## src/rtl/uncached_dbus_ctrl.sv

```systemverilog
// Uncached data-bus responder: posts stores into an in-order write buffer and
// issues loads on a single-beat AXI-style bus once all buffered stores have drained.
module uncached_dbus_ctrl #(
    parameter int WBUF_DEPTH = 4,
    parameter int ADDR_WIDTH = 32
) (
    input  logic                  clk,
    input  logic                  rst,
    input  logic                  req_valid,
    output logic                  req_ready,
    input  logic                  req_write,
    input  logic [ADDR_WIDTH-1:0] req_paddr,
    input  logic [31:0]           req_wrdata,
    input  logic [3:0]            req_byteenable,
    output logic                  rsp_valid,
    output logic [31:0]           rsp_rdata,
    output logic                  wbuf_empty,
    output logic [ADDR_WIDTH-1:0] araddr,
    output logic [2:0]            arsize,
    output logic                  arvalid,
    input  logic                  arready,
    input  logic [31:0]           rdata,
    input  logic                  rvalid,
    output logic                  rready,
    output logic [ADDR_WIDTH-1:0] awaddr,
    output logic [2:0]            awsize,
    output logic                  awvalid,
    input  logic                  awready,
    output logic [31:0]           wdata,
    output logic [3:0]            wstrb,
    output logic                  wvalid,
    input  logic                  wready,
    input  logic                  bvalid,
    output logic                  bready
);

    localparam int PTR_W = $clog2(WBUF_DEPTH);
    localparam int CNT_W = PTR_W + 1;
    localparam int ENT_W = ADDR_WIDTH + 3 + 32 + 4;
    localparam logic [CNT_W-1:0] DEPTH_C = CNT_W'(WBUF_DEPTH);

    typedef enum logic [1:0] {W_IDLE, W_SEND, W_RESP} wstate_t;
    typedef enum logic [1:0] {R_IDLE, R_ADDR, R_DATA} rstate_t;

    wstate_t                r_wstate, w_wstate_next;
    rstate_t                r_rstate, w_rstate_next;
    logic [PTR_W-1:0]       r_head, r_tail;
    logic [CNT_W-1:0]       r_count;
    logic                   r_aw_done, w_aw_done_next;
    logic                   r_w_done, w_w_done_next;
    logic [ENT_W-1:0]       r_wbuf [WBUF_DEPTH];
    logic [ADDR_WIDTH-1:0]  r_awaddr, r_araddr;
    logic [2:0]             r_awsize, r_arsize;
    logic [31:0]            r_wdata, r_rsp_rdata;
    logic [3:0]             r_wstrb;
    logic                   r_rsp_valid;

    logic [1:0]             w_lo;
    logic [2:0]             w_size;
    logic [ADDR_WIDTH-1:0]  w_enc_addr;
    logic                   w_ready_wr, w_ready_rd;
    logic                   w_enq, w_ld, w_load_head, w_free, w_capture;
    logic                   w_unused_lo;

    // Low address bits are rebuilt from the byte lanes, so the incoming ones are ignored.
    assign w_unused_lo = &{1'b0, req_paddr[1:0]};

    always_comb begin
        w_lo   = 2'b00;
        w_size = 3'd2;
        case (req_byteenable)
            4'b0011: begin w_size = 3'd1; w_lo = 2'b00; end
            4'b1100: begin w_size = 3'd1; w_lo = 2'b10; end
            4'b0001: begin w_size = 3'd0; w_lo = 2'b00; end
            4'b0010: begin w_size = 3'd0; w_lo = 2'b01; end
            4'b0100: begin w_size = 3'd0; w_lo = 2'b10; end
            4'b1000: begin w_size = 3'd0; w_lo = 2'b11; end
            default: begin w_size = 3'd2; w_lo = 2'b00; end
        endcase
    end

    assign w_enc_addr = {req_paddr[ADDR_WIDTH-1:2], w_lo};

    // Loads wait for a fully drained write path so program order is preserved.
    assign w_ready_wr = (r_count < DEPTH_C);
    assign w_ready_rd = (r_count == '0) && (r_wstate == W_IDLE) && (r_rstate == R_IDLE);
    assign req_ready  = rst & (req_write ? w_ready_wr : w_ready_rd);
    assign w_enq      = req_valid & req_ready & req_write;
    assign w_ld       = req_valid & req_ready & ~req_write;
    assign wbuf_empty = (r_count == '0) && (r_wstate == W_IDLE);

    always_ff @(posedge clk) begin
        if (w_enq) begin
            r_wbuf[r_tail] <= {w_enc_addr, w_size, req_wrdata, req_byteenable};
        end
    end

    always_comb begin
        w_wstate_next  = r_wstate;
        w_aw_done_next = r_aw_done;
        w_w_done_next  = r_w_done;
        w_load_head    = 1'b0;
        w_free         = 1'b0;
        awvalid        = 1'b0;
        wvalid         = 1'b0;
        bready         = 1'b0;
        case (r_wstate)
            W_IDLE: begin
                if (r_count != '0) begin
                    w_wstate_next  = W_SEND;
                    w_load_head    = 1'b1;
                    w_aw_done_next = 1'b0;
                    w_w_done_next  = 1'b0;
                end
            end
            W_SEND: begin
                awvalid = ~r_aw_done;
                wvalid  = ~r_w_done;
                if (awvalid && awready) w_aw_done_next = 1'b1;
                if (wvalid && wready)   w_w_done_next  = 1'b1;
                if (w_aw_done_next && w_w_done_next) w_wstate_next = W_RESP;
            end
            W_RESP: begin
                bready = 1'b1;
                if (bvalid) begin
                    w_wstate_next = W_IDLE;
                    w_free        = 1'b1;
                end
            end
            default: w_wstate_next = W_IDLE;
        endcase
    end

    always_ff @(posedge clk or negedge rst) begin
        if (!rst) begin
            r_wstate  <= W_IDLE;
            r_aw_done <= 1'b0;
            r_w_done  <= 1'b0;
            r_head    <= '0;
            r_tail    <= '0;
            r_count   <= '0;
            r_awaddr  <= '0;
            r_awsize  <= '0;
            r_wdata   <= '0;
            r_wstrb   <= '0;
        end else begin
            r_wstate  <= w_wstate_next;
            r_aw_done <= w_aw_done_next;
            r_w_done  <= w_w_done_next;
            if (w_load_head) begin
                {r_awaddr, r_awsize, r_wdata, r_wstrb} <= r_wbuf[r_head];
            end
            if (w_enq)  r_tail <= r_tail + PTR_W'(1);
            if (w_free) r_head <= r_head + PTR_W'(1);
            r_count <= r_count + CNT_W'(w_enq) - CNT_W'(w_free);
        end
    end

    assign awaddr = r_awaddr;
    assign awsize = r_awsize;
    assign wdata  = r_wdata;
    assign wstrb  = r_wstrb;

    always_comb begin
        w_rstate_next = r_rstate;
        w_capture     = 1'b0;
        arvalid       = 1'b0;
        rready        = 1'b0;
        case (r_rstate)
            R_IDLE: if (w_ld) w_rstate_next = R_ADDR;
            R_ADDR: begin
                arvalid = 1'b1;
                if (arready) w_rstate_next = R_DATA;
            end
            R_DATA: begin
                rready = 1'b1;
                if (rvalid) begin
                    w_rstate_next = R_IDLE;
                    w_capture     = 1'b1;
                end
            end
            default: w_rstate_next = R_IDLE;
        endcase
    end

    always_ff @(posedge clk or negedge rst) begin
        if (!rst) begin
            r_rstate    <= R_IDLE;
            r_araddr    <= '0;
            r_arsize    <= '0;
            r_rsp_valid <= 1'b0;
            r_rsp_rdata <= '0;
        end else begin
            r_rstate    <= w_rstate_next;
            r_rsp_valid <= w_capture;
            if (w_ld) begin
                r_araddr <= w_enc_addr;
                r_arsize <= w_size;
            end
            if (w_capture) r_rsp_rdata <= rdata;
        end
    end

    assign araddr    = r_araddr;
    assign arsize    = r_arsize;
    assign rsp_valid = r_rsp_valid;
    assign rsp_rdata = r_rsp_rdata;

endmodule

```

## config.mk

```make
export PLATFORM = sky130hd
export DESIGN_NAME = uncached_dbus_ctrl
export DESIGN_NICKNAME = d
export VERILOG_FILES = /design/src/rtl/uncached_dbus_ctrl.sv
export SDC_FILE = /design/constraint.sdc
export NUM_CORES = 1
export LEC_CHECK = 0
export CORE_UTILIZATION = 33
export CTS_CLUSTER_DIAMETER = 60
export CTS_CLUSTER_SIZE = 16
export DETAILED_ROUTE_END_ITERATION = 8
export DONT_BUFFER_PORTS = 1
export PLACE_DENSITY = 0.5
export SLEW_MARGIN = 20
export SYNTH_ARGS = -nofsm -noshare
export SYNTH_HDL_FRONTEND = slang
export SYNTH_SLANG_ARGS = --single-unit
```

## constraint.sdc

```tcl
create_clock -name clk -period 4.65 [get_ports clk]
set_clock_uncertainty 0.2 [all_clocks]
set_input_delay 0.2325 -clock clk [delete_from_list [all_inputs] [get_ports clk]]
set_output_delay 0.2325 -clock clk [all_outputs]
set_load 0.05 [all_outputs]
```

# [Yosys cells after proc, flatten, opt, wreduce, memory -nomap -nowiden]
# Memory sizes are Yosys's and may differ from the RTL's. A register that Yosys moved wholly into a read port is not among the register bits.
# Cells that the tools add are included.
[word_totals] mem_bits_rw=280 out_inout_bits=146 mem_count=1 elab_cells=89 reg_bits=84
[op_classes] muxes=31 n_reduce_logical=17 order_cmp=1 eq_ne=16 addsub=4 bitwise=7
[memory_table] name="r_wbuf" depth=4 word_bits=70 read_ports=1 rd_ports_with_merged_regs=1 wr=1 line_no="51" text="logic [ENT_W-1:0] r_wbuf [WBUF_DEPTH];"
[op_table] op="$mux 1" count=19
[op_table] op="$pmux 2 s3" count=3
[op_table] op="$mux 2" count=6
[op_table] op="$ne 2x2->1 const B" count=5
[op_table] op="$eq 4x2->1 const B" count=2
[op_table] op="$eq 4x4->1 const B" count=2
[op_table] op="$reduce_and 3->1" count=2
[op_table] op="$logic_and 1x1->1" count=5
[op_table] op="$add 2x1->2 const B" count=2
[op_table] op="$and 1x1->1" count=4
[op_table] op="$eq 2x1->1 const B" count=2
[op_table] op="$eq 2x2->1 const B" count=2
[op_table] op="$eq 4x1->1 const B" count=1
[op_table] op="$eq 4x3->1 const B" count=1
[op_table] op="$logic_not 2->1" count=2
[op_table] op="$pmux 1 s2" count=2
[op_table] op="$pmux 2 s2" count=1
[op_table] op="$reduce_or 2->1" count=2
[op_table] op="$reduce_or 4->1" count=1
[op_table] op="$add 3x1->3" count=1
[op_table] op="$logic_not 3->1" count=1
[op_table] op="$lt 3x3->1 const B" count=1
[op_table] op="$not 1->1" count=3
[op_table] op="$reduce_bool 3->1" count=1
[op_table] op="5 further kinds" count=5

# [Longest topological paths before layout]
[logic_depth] ltp_word=9 depth_mapped=9 depth_no_buf=8

# [Worst setup path after synthesis]
# Ideal clock, no wire load.
[synth_timing] kind="register to register" start="register r_count[2]" end="memory r_wbuf[0][0] (netlist name) (enable)" arrival_time_ns=2.544 setup_time_ns=0.436 stages_incl_launch_ff=4 n_path_buf=1 slack_ns=1.470 cell_sequence="dfrtp_1 > and4b_1 > clkbuf_1 > and2_1"
[synth_between] elab_chain_cells=9 word_cells_on_any_way=10
[synth_lines] item="start, declared" line_no="48" text="logic [CNT_W-1:0] r_count;"
[synth_lines] item="start signal, assigned" line_no="155" text="r_count <= r_count + CNT_W'(w_enq) - CNT_W'(w_free);"
[synth_lines] item="branches (longest 3 deep; another with $lt 3x3->1)"
[synth_lines] item="$mux 1 (*)" line_no="87" text="assign req_ready = rst & (req_write ? w_ready_wr : w_ready_rd);"
[synth_lines] item="$and 1x1->1 (*)" line_no="87"
[synth_lines] item="$and 1x1->1 (*) (2 in a row)" line_no="88" text="assign w_enq = req_valid & req_ready & req_write;"
[synth_lines] item="$mux 1 (*)" line_no="93" text="if (w_enq) begin"
[synth_lines] item="$mux 1 (implied by the code) (*)" line_no="94" text="r_wbuf[r_tail] <= {w_enc_addr, w_size, req_wrdata, req_byteenable};"
[synth_lines] item="end, declared" line_no="51"
# Mark *: on every way between the ends.

# [Worst setup path in the final report]
[layout_timing] start="register r_wstate[0]" end="output port req_ready"
[layout_between] elab_chain_cells=5
[layout_lines] item="start, declared" line_no="45" text="wstate_t r_wstate, w_wstate_next;"
[layout_lines] item="start signal, assigned" line_no="147" text="r_wstate <= w_wstate_next;"
[layout_lines] item="$logic_not 2->1" line_no="86" text="assign w_ready_rd = (r_count == '0) && (r_wstate == W_IDLE) && (r_rstate == R_IDLE);"
[layout_lines] item="$logic_and 1x1->1 (2 in a row)" line_no="86"
[layout_lines] item="$mux 1" line_no="87"
[layout_lines] item="$and 1x1->1" line_no="87"
[layout_lines] item="end, declared" line_no="10" text="output logic req_ready,"
# No other way between the ends.

==> reports/results.tsv <==
stage	metric	value	unit
run_status	status	finished clean	
synth	Syn. warnings	0	
timing	RSZ-0062 raised after global routing	false	
route	ANT nets after route	0	
synth	top cell type's share of synthesized area	0.513	
synth	register area share after synthesis	0.742	
timing	Max Slew Vio Count	0	
cts	Resized cells post-CTS	0	
pwr	share of power burned in registers	0.530	
worst_hold_path	worst min-delay path startpoint	arready	
synth	post-synth top area cell	edfxtp_1	
route	first-pass iteration count of the detailed router	6	
synth	syn avg cell area	22.3	um2
pwr	Pwr per Cell Area	682	nW/um2
setup_path	Arr. time, crit path	2.41	ns
cts	Hold Buf Count CTS	108	
setup_path	reg-to-reg slack, setup	1.89	ns
final_layout	synth-to-layout area growth	19.2	%
worst_hold_path	hold path depth	2	
setup_path	worst-path fanout max	7	
cts	H-tree Lvls	2	
cts	Clock Tree Buf Depth	3	
timing	Setup TNS	0	ns
cts	Root Driver	clkbuf_16	
job	max cap viols	0	
floorplan	Chip Height	225	um
route	routed via count	7309	
place	worst slack, placed	1.86	ns
setup_path	Reg-to-Reg End	araddr[29]$_DFFE_PN0P_	
pwr	P_leak	7.28	nW
synth	Mapped Cells	736	
synth	cell area after synthesis	16400	um2
timing	Slew @ Worst Pin	1.09	ns
worst_hold_path	Hold EP	r_rstate[0]$_DFFE_PN0P_	
synth	most frequent cell after synthesis	edfxtp_1	
synth	Post-synth top cells	edfxtp_1, dfrtp_1, mux2_4	
global_route	GR Util All Layers	0.143	
pwr	Power Internal	8.27	mW
route	# DRC	0	
synth	top cells by area, synth	edfxtp_1, dfrtp_1, mux4_2	
setup_path	worst r2r path cells	3	
timing	Max Fclk	351	MHz
cts	Reg clk slew, reported paths	0.07	ns
floorplan	Core Rows	81	
timing	fin crit share	0.612	
cts	clk_lat worst skew	0.56	ns
timing	PnR worst setup slack	1.80	ns
pwr	clock share of power	0.251	
pwr	Net Sw Frac	0.380	
cts	Post-CTS Setup Inserts	0	
global_route	total gr overflow	0	
final_layout	Nets	987	
route	Via density	4.66	
cts	Clock Sinks	430	
cts	CTS Buf Count	41	
setup_path	Critical Path Start Type	flip-flop	
global_route	vias in the first global route	8112	
timing	post-layout minimum cycle time	2.85	ns
floorplan	Die Span X	225	um
timing	Setup violations, final	0	
global_route	initial antenna violation count	4	
setup_path	crit path capture type	output pin	
setup_path	crit path from	r_wstate[0]$_DFFE_PN0P_	
route	first-iteration detailed-routing DRC count	357	
route	routed wire length	35500	um
global_route	largest net degree at the start of global routing	151	
global_route	first-pass GRT wire length	53200	um
synth	async set-reset flop share out of synthesis	0.349	
place	Port Buffers	0	
route	wire length per cell	22.6	um
setup_path	critical setup path kind	flip-flop to output pin	
floorplan	Core Area	49000	um2
worst_hold_path	Hold Path Class	input port to flip-flop	
pwr	sw power	5.06	mW
place	DP HPWL	19600	um
synth	EDFF count, synth	280	
place	Routability Congestion	0.654	
setup_path	worst reg2reg startpoint	r_wstate[0]$_DFFE_PN0P_	
pwr	maximum VDD drop	0.369	mV
synth	post-synth cell types	38	
timing	Slew HR	0.272	
floorplan	initial core utilization	0.335	
timing	Final Hold Viols	0	
synth	#FFs+latches synth	430	
synth	ys flop type	edfxtp_1	
floorplan	# IOs	255	
pwr	combinational power share	0.219	
final_layout	share of cells above drive strength 1	0.329	
cts	TritonCTS clock tree	built	
floorplan	DIE AREA	50600	um2
setup_path	Required @ worst endpoint	4.22	ns
-- power groups by stage --
stage          combinational [mW]  sequential (mW)  clock, mW
3_5_place_dp                 2.85             7.17          0
5_1_grt                      3.16             7.16       3.61
4_1_cts                      3.00             7.10       3.48
6_report                     2.92             7.06       3.35
3_3_place_gp                 2.81             7.18          0
2_1_floorplan                2.57             6.90          0
-- kinds of logic (layout without fill, tap and decap cells) --
kind of cell,count (synthesis),after routing,synth area share
mux,206,206,0.212
other cells,1,4,0.000229
compound gates,10,10,0.00374
simple gates,32,32,0.0134
flops,430,430,0.742
xor+xnor,7,7,0.00374
fa+ha+maj,7,7,0.00580
buf+inv,43,208,0.0196
-- how the worst max path moves through the flow --
| stage | depth (start not counted) | slack (ns) | end |
|---|---|---|---|
| finish | 3 | 1.80 | req_ready |
| global route | 3 | 1.67 | araddr[29]$_DFFE_PN0P_ |
| CTS | 3 | 1.78 | req_ready |
| detailed placement | 3 | 1.86 | araddr[29]$_DFFE_PN0P_ |
| global placement | 3 | 1.93 | araddr[28]$_DFFE_PN0P_ |
| floorplan | 3 | 1.47 | r_wbuf[0][0]$_DFFE_PP_ |
-- metrics by stage --
stage                     power [mW]  cells  utilization  area (um2)  hold WS (ns)
after global routing            13.9   1567        0.399       19500         0.111
after detailed placement        10.0   1384        0.349       17100        -0.258
final                           13.3   1568        0.399       19500         0.113
after floorplan                 9.47    737            -       16400        -0.263
after global placement          9.99   1384        0.349       17100        -0.260
after CTS                       13.6   1566        0.399       19500        0.0718
-- critical path, stage by stage, from the launching register on --
cell     delay (ns)
dfrtp_1        0.47
nor4_2         0.43
a21oi_1        0.14
nor2b_1        0.81
-- placed cells by master, fill, tap and decap left out, drive strengths merged --
| cell type | count |
|---|---|
| and4b | 1 |
| nor3 | 3 |
| a21oi | 3 |
| mux2 | 136 |
| conb | 2 |
| dlygate4sd3 | 107 |
| and2b | 1 |
| nand4 | 1 |
| a31o | 1 |
| nor3b | 1 |
| clkinv | 10 |
| nand2 | 4 |
| nand2b | 1 |
| or2b | 1 |
| clkinvlp | 1 |
| nor2 | 6 |
| nor4bb | 1 |
| bufinv | 1 |
| nor4 | 2 |
| a21o | 1 |
| diode | 2 |
| inv | 20 |
| o22ai | 1 |
| buf | 17 |
| and2 | 4 |
| xor2 | 1 |
| or3 | 1 |
| and3b | 1 |
| ha | 6 |
| o21ai | 3 |
| dfrtp | 150 |
| clkbuf | 52 |
| o2bb2ai | 1 |
| nor2b | 4 |
| xnor2 | 6 |
| edfxtp | 280 |
| mux4 | 70 |
| fa | 1 |
-- sequential cells by signal, indices dropped and copies added, names as in the netlist, 3 cells and up --
| signal | flops |
|---|---|
| r_count | 3 |
| wdata | 32 |
| r_wbuf | 280 |
| rsp_rdata | 32 |
| araddr | 32 |
| wstrb | 4 |
| awaddr | 32 |
-- area by class of cell --
class,count,area [um2]
fill,4424,29400
sequential,430,12200
multi-input combinational,264,3930
timing repair buffer,124,1230
clock buffer,52,1120
tap,664,831
clock inverter,22,224
inverter,10,37.5
antenna,2,5.00
-- routing by layer --
metal / vias to the layer above / part of all wire / global-route usage
met4: 4 / 0.021 / 0.0456
met5: - / 0.00087 / 0
met1: 3896 / 0.44 / 0.190
met2: 185 / 0.48 / 0.228
met3: 51 / 0.062 / 0.0385
li1: 3173 / - / -
No activity file was read; power rests on OpenSTA's default activity.
